### config.mk
export PLATFORM = sky130hd
export DESIGN_NAME = ring_frame_arbiter
export DESIGN_NICKNAME = d
export VERILOG_FILES = /design/src/rtl/ring_pkg.sv /design/src/rtl/ring_grant_sel.sv /design/src/rtl/ring_frame_arbiter.sv
export SDC_FILE = /design/constraint.sdc
export NUM_CORES = 1
export LEC_CHECK = 0
export CAP_MARGIN = 20
export CORE_MARGIN = 1
export CORE_UTILIZATION = 45
export CTS_CLUSTER_SIZE = 14
export DETAILED_ROUTE_END_ITERATION = 8
export HOLD_SLACK_MARGIN = 0.05
export PLACE_DENSITY = 0.8
export SLEW_MARGIN = 20
export SYNTH_ARGS = -nofsm -noshare
export SYNTH_HDL_FRONTEND = slang
export SYNTH_SLANG_ARGS = --single-unit
### constraint.sdc
create_clock -name clk -period 2.7 [get_ports clk]
set_input_delay 0.81 -clock clk [delete_from_list [all_inputs] [get_ports clk]]
set_output_delay 0.81 -clock clk [all_outputs]
set_load 0.02 [all_outputs]
### src/rtl/ring_pkg.sv
`default_nettype none
// ============================================================================
// Module      : ring_pkg
// Description : Shared constants and FSM state encoding for the LED ring
//               frame arbiter (frame field widths, default gap and watchdog
//               lengths, arbiter state codes).
// Revision    : 1.0 - initial release
// ============================================================================
package ring_pkg;

    localparam int LED_COUNT          = 12;
    localparam int COLOUR_W           = 3;
    localparam int INTENSITY_W        = 8;

    // 60 us latch gap at 10 MHz, and the longest wait for the driver.
    localparam int DEF_LATCH_CYCLES   = 600;
    localparam int DEF_TIMEOUT_CYCLES = 65535;

    typedef logic [1:0] state_t;

    localparam state_t c_st_idle  = 2'd0;
    localparam state_t c_st_start = 2'd1;
    localparam state_t c_st_send  = 2'd2;
    localparam state_t c_st_latch = 2'd3;

endpackage
`default_nettype wire

### src/rtl/ring_grant_sel.sv
`default_nettype none
// ============================================================================
// Module      : ring_grant_sel
// Description : Winner selection between the two frame requesters.
//               Default build: fixed priority, port 0 over port 1.
//               With ROUND_ROBIN_EN defined: on a tie the port that did not
//               win last time is chosen; port 0 wins the first tie after
//               reset.
// Ports       : clk, res      - clock, synchronous active-high reset
//               req0, req1    - request levels
//               take          - a grant is being taken this cycle
//               any_req       - at least one request is pending
//               winner        - selected port (0 or 1)
// Revision    : 1.0 - initial release
// ============================================================================
module ring_grant_sel (
    input  logic clk,
    input  logic res,
    input  logic req0,
    input  logic req1,
    input  logic take,
    output logic any_req,
    output logic winner
);

    assign any_req = req0 | req1;

`ifdef ROUND_ROBIN_EN
    // Remembers the last port served. Resets to 1 so that port 0 takes
    // the first tie.
    logic r_last;

    always_ff @(posedge clk) begin
        if (res) begin
            r_last <= 1'b1;
        end else if (take) begin
            r_last <= winner;
        end
    end

    assign winner = (req0 & req1) ? ~r_last : req1;
`else
    // Fixed priority needs no history.
    logic w_unused;
    assign w_unused = &{1'b0, clk, res, take};

    assign winner = ~req0 & req1;
`endif

endmodule
`default_nettype wire

### src/rtl/ring_frame_arbiter.sv
`default_nettype none
// ============================================================================
// Module      : ring_frame_arbiter
// Description : Shares one WS2812B ring driver between two frame
//               requesters. Captures the winning frame, issues a single
//               drv_start, waits for drv_done under a watchdog, then holds
//               the line idle for the latch gap before the next frame.
//               Optional macro: ROUND_ROBIN_EN (alternate on ties instead of
//               fixed port-0 priority).
// Ports       : clk, res                       - clock, sync active-high reset
//               req/mask/colour/intensity 0,1  - requester frames (level req)
//               ack0, ack1                     - one-cycle capture pulses
//               drv_start                      - one-cycle driver kick
//               drv_mask/colour/intensity      - captured frame to driver
//               drv_done                       - driver finished (SEND only)
//               busy                           - not in IDLE
//               grant_id                       - port of current/last frame
//               timeout_err                    - sticky watchdog abort flag
// Revision    : 1.0 - initial release
// ============================================================================
module ring_frame_arbiter
    import ring_pkg::*;
#(
    parameter int LATCH_CYCLES   = DEF_LATCH_CYCLES,
    parameter int TIMEOUT_CYCLES = DEF_TIMEOUT_CYCLES,
    parameter int CNT_W          = 16
) (
    input  logic                   clk,
    input  logic                   res,

    input  logic                   req0,
    input  logic [LED_COUNT-1:0]   mask0,
    input  logic [COLOUR_W-1:0]    colour0,
    input  logic [INTENSITY_W-1:0] intensity0,
    output logic                   ack0,

    input  logic                   req1,
    input  logic [LED_COUNT-1:0]   mask1,
    input  logic [COLOUR_W-1:0]    colour1,
    input  logic [INTENSITY_W-1:0] intensity1,
    output logic                   ack1,

    output logic                   drv_start,
    output logic [LED_COUNT-1:0]   drv_mask,
    output logic [COLOUR_W-1:0]    drv_colour,
    output logic [INTENSITY_W-1:0] drv_intensity,
    input  logic                   drv_done,

    output logic                   busy,
    output logic                   grant_id,
    output logic                   timeout_err
);

    // Counter reload values; the counter runs N-1 down to 0, i.e. N cycles.
    localparam logic [CNT_W-1:0] c_latch_load   = CNT_W'(LATCH_CYCLES - 1);
    localparam logic [CNT_W-1:0] c_timeout_load = CNT_W'(TIMEOUT_CYCLES - 1);

    state_t                 r_state;
    logic [CNT_W-1:0]       r_cnt;
    logic                   r_ack0;
    logic                   r_ack1;
    logic                   r_drv_start;
    logic [LED_COUNT-1:0]   r_drv_mask;
    logic [COLOUR_W-1:0]    r_drv_colour;
    logic [INTENSITY_W-1:0] r_drv_intensity;
    logic                   r_busy;
    logic                   r_grant_id;
    logic                   r_timeout_err;

    logic                   w_any_req;
    logic                   w_winner;
    logic                   w_take;

    assign w_take = (r_state == c_st_idle) & w_any_req;

    ring_grant_sel u_grant_sel (
        .clk     (clk),
        .res     (res),
        .req0    (req0),
        .req1    (req1),
        .take    (w_take),
        .any_req (w_any_req),
        .winner  (w_winner)
    );

    always_ff @(posedge clk) begin
        if (res) begin
            r_state         <= c_st_idle;
            r_cnt           <= '0;
            r_ack0          <= 1'b0;
            r_ack1          <= 1'b0;
            r_drv_start     <= 1'b0;
            r_drv_mask      <= '0;
            r_drv_colour    <= '0;
            r_drv_intensity <= '0;
            r_busy          <= 1'b0;
            r_grant_id      <= 1'b0;
            r_timeout_err   <= 1'b0;
        end else begin
            // Pulses default low; each is raised for a single cycle below.
            r_ack0      <= 1'b0;
            r_ack1      <= 1'b0;
            r_drv_start <= 1'b0;

            case (r_state)
                c_st_idle: begin
                    if (w_any_req) begin
                        r_grant_id <= w_winner;
                        if (w_winner) begin
                            r_drv_mask      <= mask1;
                            r_drv_colour    <= colour1;
                            r_drv_intensity <= intensity1;
                            r_ack1          <= 1'b1;
                        end else begin
                            r_drv_mask      <= mask0;
                            r_drv_colour    <= colour0;
                            r_drv_intensity <= intensity0;
                            r_ack0          <= 1'b1;
                        end
                        r_busy  <= 1'b1;
                        r_state <= c_st_start;
                    end
                end

                c_st_start: begin
                    r_drv_start <= 1'b1;
                    r_cnt       <= c_timeout_load;
                    r_state     <= c_st_send;
                end

                c_st_send: begin
                    // drv_done has precedence, so a done coinciding with the
                    // last watchdog cycle still counts as success.
                    if (drv_done) begin
                        r_cnt   <= c_latch_load;
                        r_state <= c_st_latch;
                    end else if (r_cnt == '0) begin
                        r_timeout_err <= 1'b1;
                        r_cnt         <= c_latch_load;
                        r_state       <= c_st_latch;
                    end else begin
                        r_cnt <= r_cnt - 1'b1;
                    end
                end

                c_st_latch: begin
                    // Requests are not looked at here; level reqs simply
                    // remain pending until IDLE.
                    if (r_cnt == '0) begin
                        r_busy  <= 1'b0;
                        r_state <= c_st_idle;
                    end else begin
                        r_cnt <= r_cnt - 1'b1;
                    end
                end

                default: begin
                    r_busy  <= 1'b0;
                    r_state <= c_st_idle;
                end
            endcase
        end
    end

    assign ack0          = r_ack0;
    assign ack1          = r_ack1;
    assign drv_start     = r_drv_start;
    assign drv_mask      = r_drv_mask;
    assign drv_colour    = r_drv_colour;
    assign drv_intensity = r_drv_intensity;
    assign busy          = r_busy;
    assign grant_id      = r_grant_id;
    assign timeout_err   = r_timeout_err;

endmodule
`default_nettype wire

* Word-level counts from Yosys, hierarchy flattened
Cells that the tools add are included.
** Word-level totals
- Register bits after elaboration :: 47
- Bits in latches :: 0
- Bits in writable memories :: 0
- Memory bits (read-only) :: 0
- Output and inout bits :: 29
- Memories kept :: 0
** Operators by class
- Add/subtract/negate cells :: 1
- $mul :: 0
- Div/mod/pow operators :: 0
- $lt $le $gt $ge :: 0
- Eq/ne operators :: 7
- Shifts and indexed selects :: 0
- Multiplexer cells :: 18
- Bitwise logic cells :: 6
- Reduce and logical (&&, ||, !) cells :: 10
** Operators by type and width (number)
- 16-bit 2-to-1 mux :: 3
- 16-bit case mux with 3 select lines :: 1
- 16-bit logical NOT :: 1
- 16-bit by 1-bit subtractor with 16-bit output (second input constant) :: 1
- 12-bit 2-to-1 mux :: 1
- 3-bit AND reduction :: 3
- 2-bit 2-to-1 mux :: 4
- 8-bit 2-to-1 mux :: 1
- 2-bit case mux with 4 select lines :: 1
- 1-bit 2-to-1 mux :: 5
- 2-bit equality test (second input constant) :: 2
- 2-bit inequality test (second input constant) :: 2
- 1-bit inverter :: 4
- 2-bit AND reduction :: 2
- 3-bit 2-to-1 mux :: 1
- 3-bit inequality test (second input constant) :: 1
- 3-bit nonzero test :: 1
- 3-bit OR reduction :: 1
- 2-bit by 1-bit equality test with 1-bit output (second input constant) :: 1
- 2-bit logical NOT :: 1
- 2-bit by 1-bit inequality test with 1-bit output (second input constant) :: 1
- 1-bit case mux with 2 select lines :: 1
- 2-bit nonzero test :: 1
- 1-bit AND :: 1
- 1-bit bitwise OR :: 1

* Longest topological paths before layout
Gate-level depths: netlist of run 1.
- Depth after elaboration :: 4
- Depth in mapped cells :: 8

* Cells and area by module
From an unflattened synthesis of run 1, not the netlist that was laid out.
** Second synthesis, totals
- Cells, all modules :: 276
- Area, all modules :: 2448.6 µm²
** Modules (own cells, without submodules)
- ring_frame_arbiter :: times used 1, cells each 274, area each 2436.1 µm², sequential area each 940.9 µm²
- ring_grant_sel :: times used 1, cells each 2, area each 12.5 µm², sequential area each 0.0 µm²

* Worst setup path after synthesis of run 1
Ideal clock, no wire load.
- Path type :: input port to flip-flop
- Start :: input port drv_done
- End :: register r_cnt[14]
- Library setup time :: 0.074 ns
- Data arrival time :: 1.980 ns
- Setup slack :: 0.646 ns
- Stages on the path :: 6
- Buffers on the path :: 1
- Path through :: and2b_2 -> or2_2 -> buf_4 -> nand2_1 -> or4_1 -> a31oi_1
** On the way
- Longest elaborated chain between the ends :: 2
** RTL lines
- start, declared :: RTL line ring_frame_arbiter.sv:47 : input logic drv_done,
- 16-bit 2-to-1 mux :: RTL line ring_frame_arbiter.sv:134 : if (drv_done) begin
- 16-bit case mux with 3 select lines :: RTL line ring_frame_arbiter.sv:105 : case (r_state)
- end signal, assigned :: RTL line ring_frame_arbiter.sv:135 : r_cnt <= c_latch_load;
- end signal, assigned :: RTL line ring_frame_arbiter.sv:139 : r_cnt <= c_latch_load;
- end signal, assigned :: RTL line ring_frame_arbiter.sv:142 : r_cnt <= r_cnt - 1'b1;
- end, declared :: RTL line ring_frame_arbiter.sv:59 : logic [CNT_W-1:0] r_cnt;
Every way passes these cells.
A chain may end at the register's enable or synchronous reset.

* Final worst setup path of run 1
Same ends and word-level chain as after synthesis.

==> qor.yml, run 1 <==
place:
  place_congestion: 0.986
  numPortBuffers: 79
  hpwl_um: 4380
power_and_ir_drop:
  irDropWorstVdd_mv: 0.548
  power_uw: 3100
  p_leak_uw: 0.00136
  p_per_area_nw_per_um2: 963
grt:
  grt_pass1_vias: 2203
  use_met3: 0.0898
  top_usage_layer: "met2"
  overflow: 0
  grtUsageMet2: 0.397
  grt_max_degree: 26
  grt_pass1_wl_um: 10100
  antenna_found_initial: 0
  gr-usage-met1: 0.302
  grt_usage: 0.246
die:
  fp.dieW_um: 72.9
  die_h_um: 72.9
  ios: 80
  core.rowCount: 25
  initial_core_util: 0.473
  core-area_um2: 4790
  die-area_um2: 5320
clock_network:
  clock_sinks: 47
  htreeDepth: 2
  cts_resized: 0
  cts-hold-fix-buffers: 0
  clk_pin_slew_worst_paths_ns: 0.09
  tritoncts: "yes"
  clk_path_buf_depth: 2
  cts_setup_buffers: 0
  cts-root-buf: "clkbuf_8"
  clk_latency_ns: 0.30
  cts_buffers: 5
layout:
  drive_gt1_frac: 0.0909
  n_fill_cell: 388
  diodes: 0
  area_growth_pct: 42.4
  finalNetCount: 375
setup_path:
  worstSetupEndpoint: "r_cnt[14]"
  worstPathRequired_ns: 2.93
  worstPathMaxFanout: 7
  startpoint: "drv_done"
  crit_type: "primary input to flip-flop"
  rrSetupSlack_ns: 0.60
  end_kind: "flip-flop"
  startpoint_type: "primary input"
  arrival_ns: 2.56
  r2r_end: "r_cnt[14]"
  rr_worst_depth: 7
  rr_startpoint: "r_state[0]"
logic_synthesis:
  synthCells: 240
  syn_nets: 297
  async_reset_ff_frac: 0
  synth_cell_types: 51
  synth-seq-area-share: 0.416
  avgSynthCellArea_um2: 9.43
  ys_ff_latch: 47
  synth_warnings: 0
  synth-main-ff-cell: "dfxtp_1"
  synth_edf_count: 0
  syn-cell-area_um2: 2260
worst_hold_path:
  worst_hold_path_type: "flip-flop to flip-flop"
  whs_path_depth: 1
  holdCritStartpoint: "grant_id"
sta:
  finalCritPeriodShare: 0.863
  fin_skew_ns: 0.0118
  worstMarginPinSlew_ns: 0.860
  tns_ns: 0
  setup_viol: 0
  clock.fmax_mhz: 429
  rsz0062_at_grt: "no"
  period_needed_ns: 2.33
  maxSlewHeadroom: 0.426
  finalHoldViolCount: 0
  slew_violations: 0
detailed_routing:
  drt_iter0_markers: 272
  wl_per_cell_um: 15.4
  viasPerCell: 5.67
  drtPass1Iterations: 6
  finalWirelength_um: 5930
  vias: 2190
  antenna_left: 0
  drc: 0
run:
  max_cap_violations: 0
outcome:
  status: "finished, final reports clean"
layout by cell type, fill, tap and decap left out, types with 3 or more instances in the layout:
cell type / synthesis / final
nor4_4: 4 / 4
dfxtp_1: 47 / 47
ha_1: 6 / 6
o21ai_1: 5 / 5
a21oi_1: 11 / 11
a41oi_1: 5 / 5
buf_4: 1 / 7
o31ai_1: 3 / 3
a222oi_1: 23 / 23
o21ai_0: 3 / 3
inv_1: 32 / 32
clkbuf_8: 0 / 5
nand3_1: 3 / 3
a31oi_1: 4 / 4
nor2_1: 14 / 14
a21o_1: 3 / 3
clkdlybuf4s50_1: 0 / 79
nand2_1: 14 / 14
or2_2: 3 / 3
synthesized netlist by cell type (all sizes together) (2+ instances only):
master / number / share of area
and3: 2 / 0.0055
nor2: 14 / 0.023
a222oi: 23 / 0.10
nor2b: 2 / 0.0055
o32ai: 2 / 0.0077
a21oi: 12 / 0.028
a31oi: 4 / 0.011
nor3: 2 / 0.0044
o31ai: 3 / 0.0099
nand2: 14 / 0.023
buf: 3 / 0.0099
dfxtp: 47 / 0.42
xnor2: 2 / 0.0077
or2: 4 / 0.011
a21o: 3 / 0.0099
clkbuf: 12 / 0.020
o21ai: 8 / 0.018
nor4: 4 / 0.038
nor4bb: 2 / 0.0088
nor3b: 2 / 0.012
inv: 32 / 0.053
a211oi: 2 / 0.0066
nand4: 3 / 0.015
a41oi: 5 / 0.019
mux2i: 2 / 0.0088
o211ai: 2 / 0.0066
xor2: 2 / 0.0077
or4b: 2 / 0.0088
or3: 2 / 0.0055
nand3: 4 / 0.014
a32o: 2 / 0.0088
ha: 6 / 0.033
per-stage QoR:
| stage | std cells | cell area (um^2) | utilization | hold slack, ns | setup slack, ns |
|---|---|---|---|---|---|
| 3_3_place_gp | 378 | 3140 | 0.656 | 0.433 | 0.146 |
| 5_1_grt | 386 | 3220 | 0.673 | 0.497 | 0.249 |
| 6_report | 386 | 3220 | 0.673 | 0.469 | 0.369 |
| 2_1_floorplan | 240 | 2260 | - | 0.500 | 0.646 |
| 4_1_cts | 386 | 3220 | 0.673 | 0.476 | 0.383 |
| 3_5_place_dp | 378 | 3140 | 0.656 | 0.451 | 0.0742 |
worst min-delay path by stage:
stage and to:
2_1_floorplan r_cnt[7], 3_3_place_gp grant_id, 3_5_place_dp grant_id, 4_1_cts grant_id
5_1_grt grant_id, 6_report grant_id
cell type report:
type / count / area, um^2 / area share
Clock buffer: 6 / 72.6 / 0.0225
Sequential cell: 47 / 941 / 0.292
Clock inverter: 2 / 12.5 / 0.00388
Timing Repair Buffer: 86 / 843 / 0.262
Inverter: 32 / 120 / 0.0373
Tap cell: 67 / 83.8 / 0.0260
Multi-Input combinational cell: 146 / 1150 / 0.357
power by group:
group | switching, uW | internal (uW)
Combinational | 838 | 708
Clock | 237 | 181
Sequential | 224 | 916
Total | 1300 | 1800
sequential cells by signal, indices dropped and copies added, names as in the netlist:
signal / cells
grant_id: 1
ack0: 1
timeout_err: 1
ack1: 1
r_cnt: 16
drv_intensity: 8
r_state: 2
drv_colour: 3
busy: 1
drv_start: 1
drv_mask: 12
critical path: stages:
cell and delay [ns]:
clkdlybuf4s50_1 0.44, and2b_2 0.27, or2_2 0.22, nand2_1 0.13, or4_1 0.51, a31oi_1 0.18
per-layer routing:
metal / wire length, um / share of wire
met1: 2460 / 0.42
met2: 2790 / 0.47
met3: 571 / 0.096
met4: 101 / 0.017
met5: 0 / 0
cells by family (layout without fill, tap and decap cells):
family,after synthesis,in the layout,synth area share
AOI/OAI and AO/OA,74,74,0.258
and+or+nand+nor,60,60,0.186
adders and majority gates,6,6,0.0332
DFF,47,47,0.416
buffers and inverters,47,126,0.0829
xor gates and xnor gates,4,4,0.0155
muxes,2,2,0.00885
(Power assumes the default switching activity.)
==> inputs of run 2 (changes only) <==
--- a/config.mk
+++ b/config.mk
@@ -5,7 +5,7 @@
 export SDC_FILE = /design/constraint.sdc
 export NUM_CORES = 1
 export LEC_CHECK = 0
-export CAP_MARGIN = 20
+export CAP_MARGIN = 25
 export CORE_MARGIN = 1
 export CORE_UTILIZATION = 45
 export CTS_CLUSTER_SIZE = 14
==> results of run 2 <==
The final DEF is identical to that of run 1; final timing and power are the same.
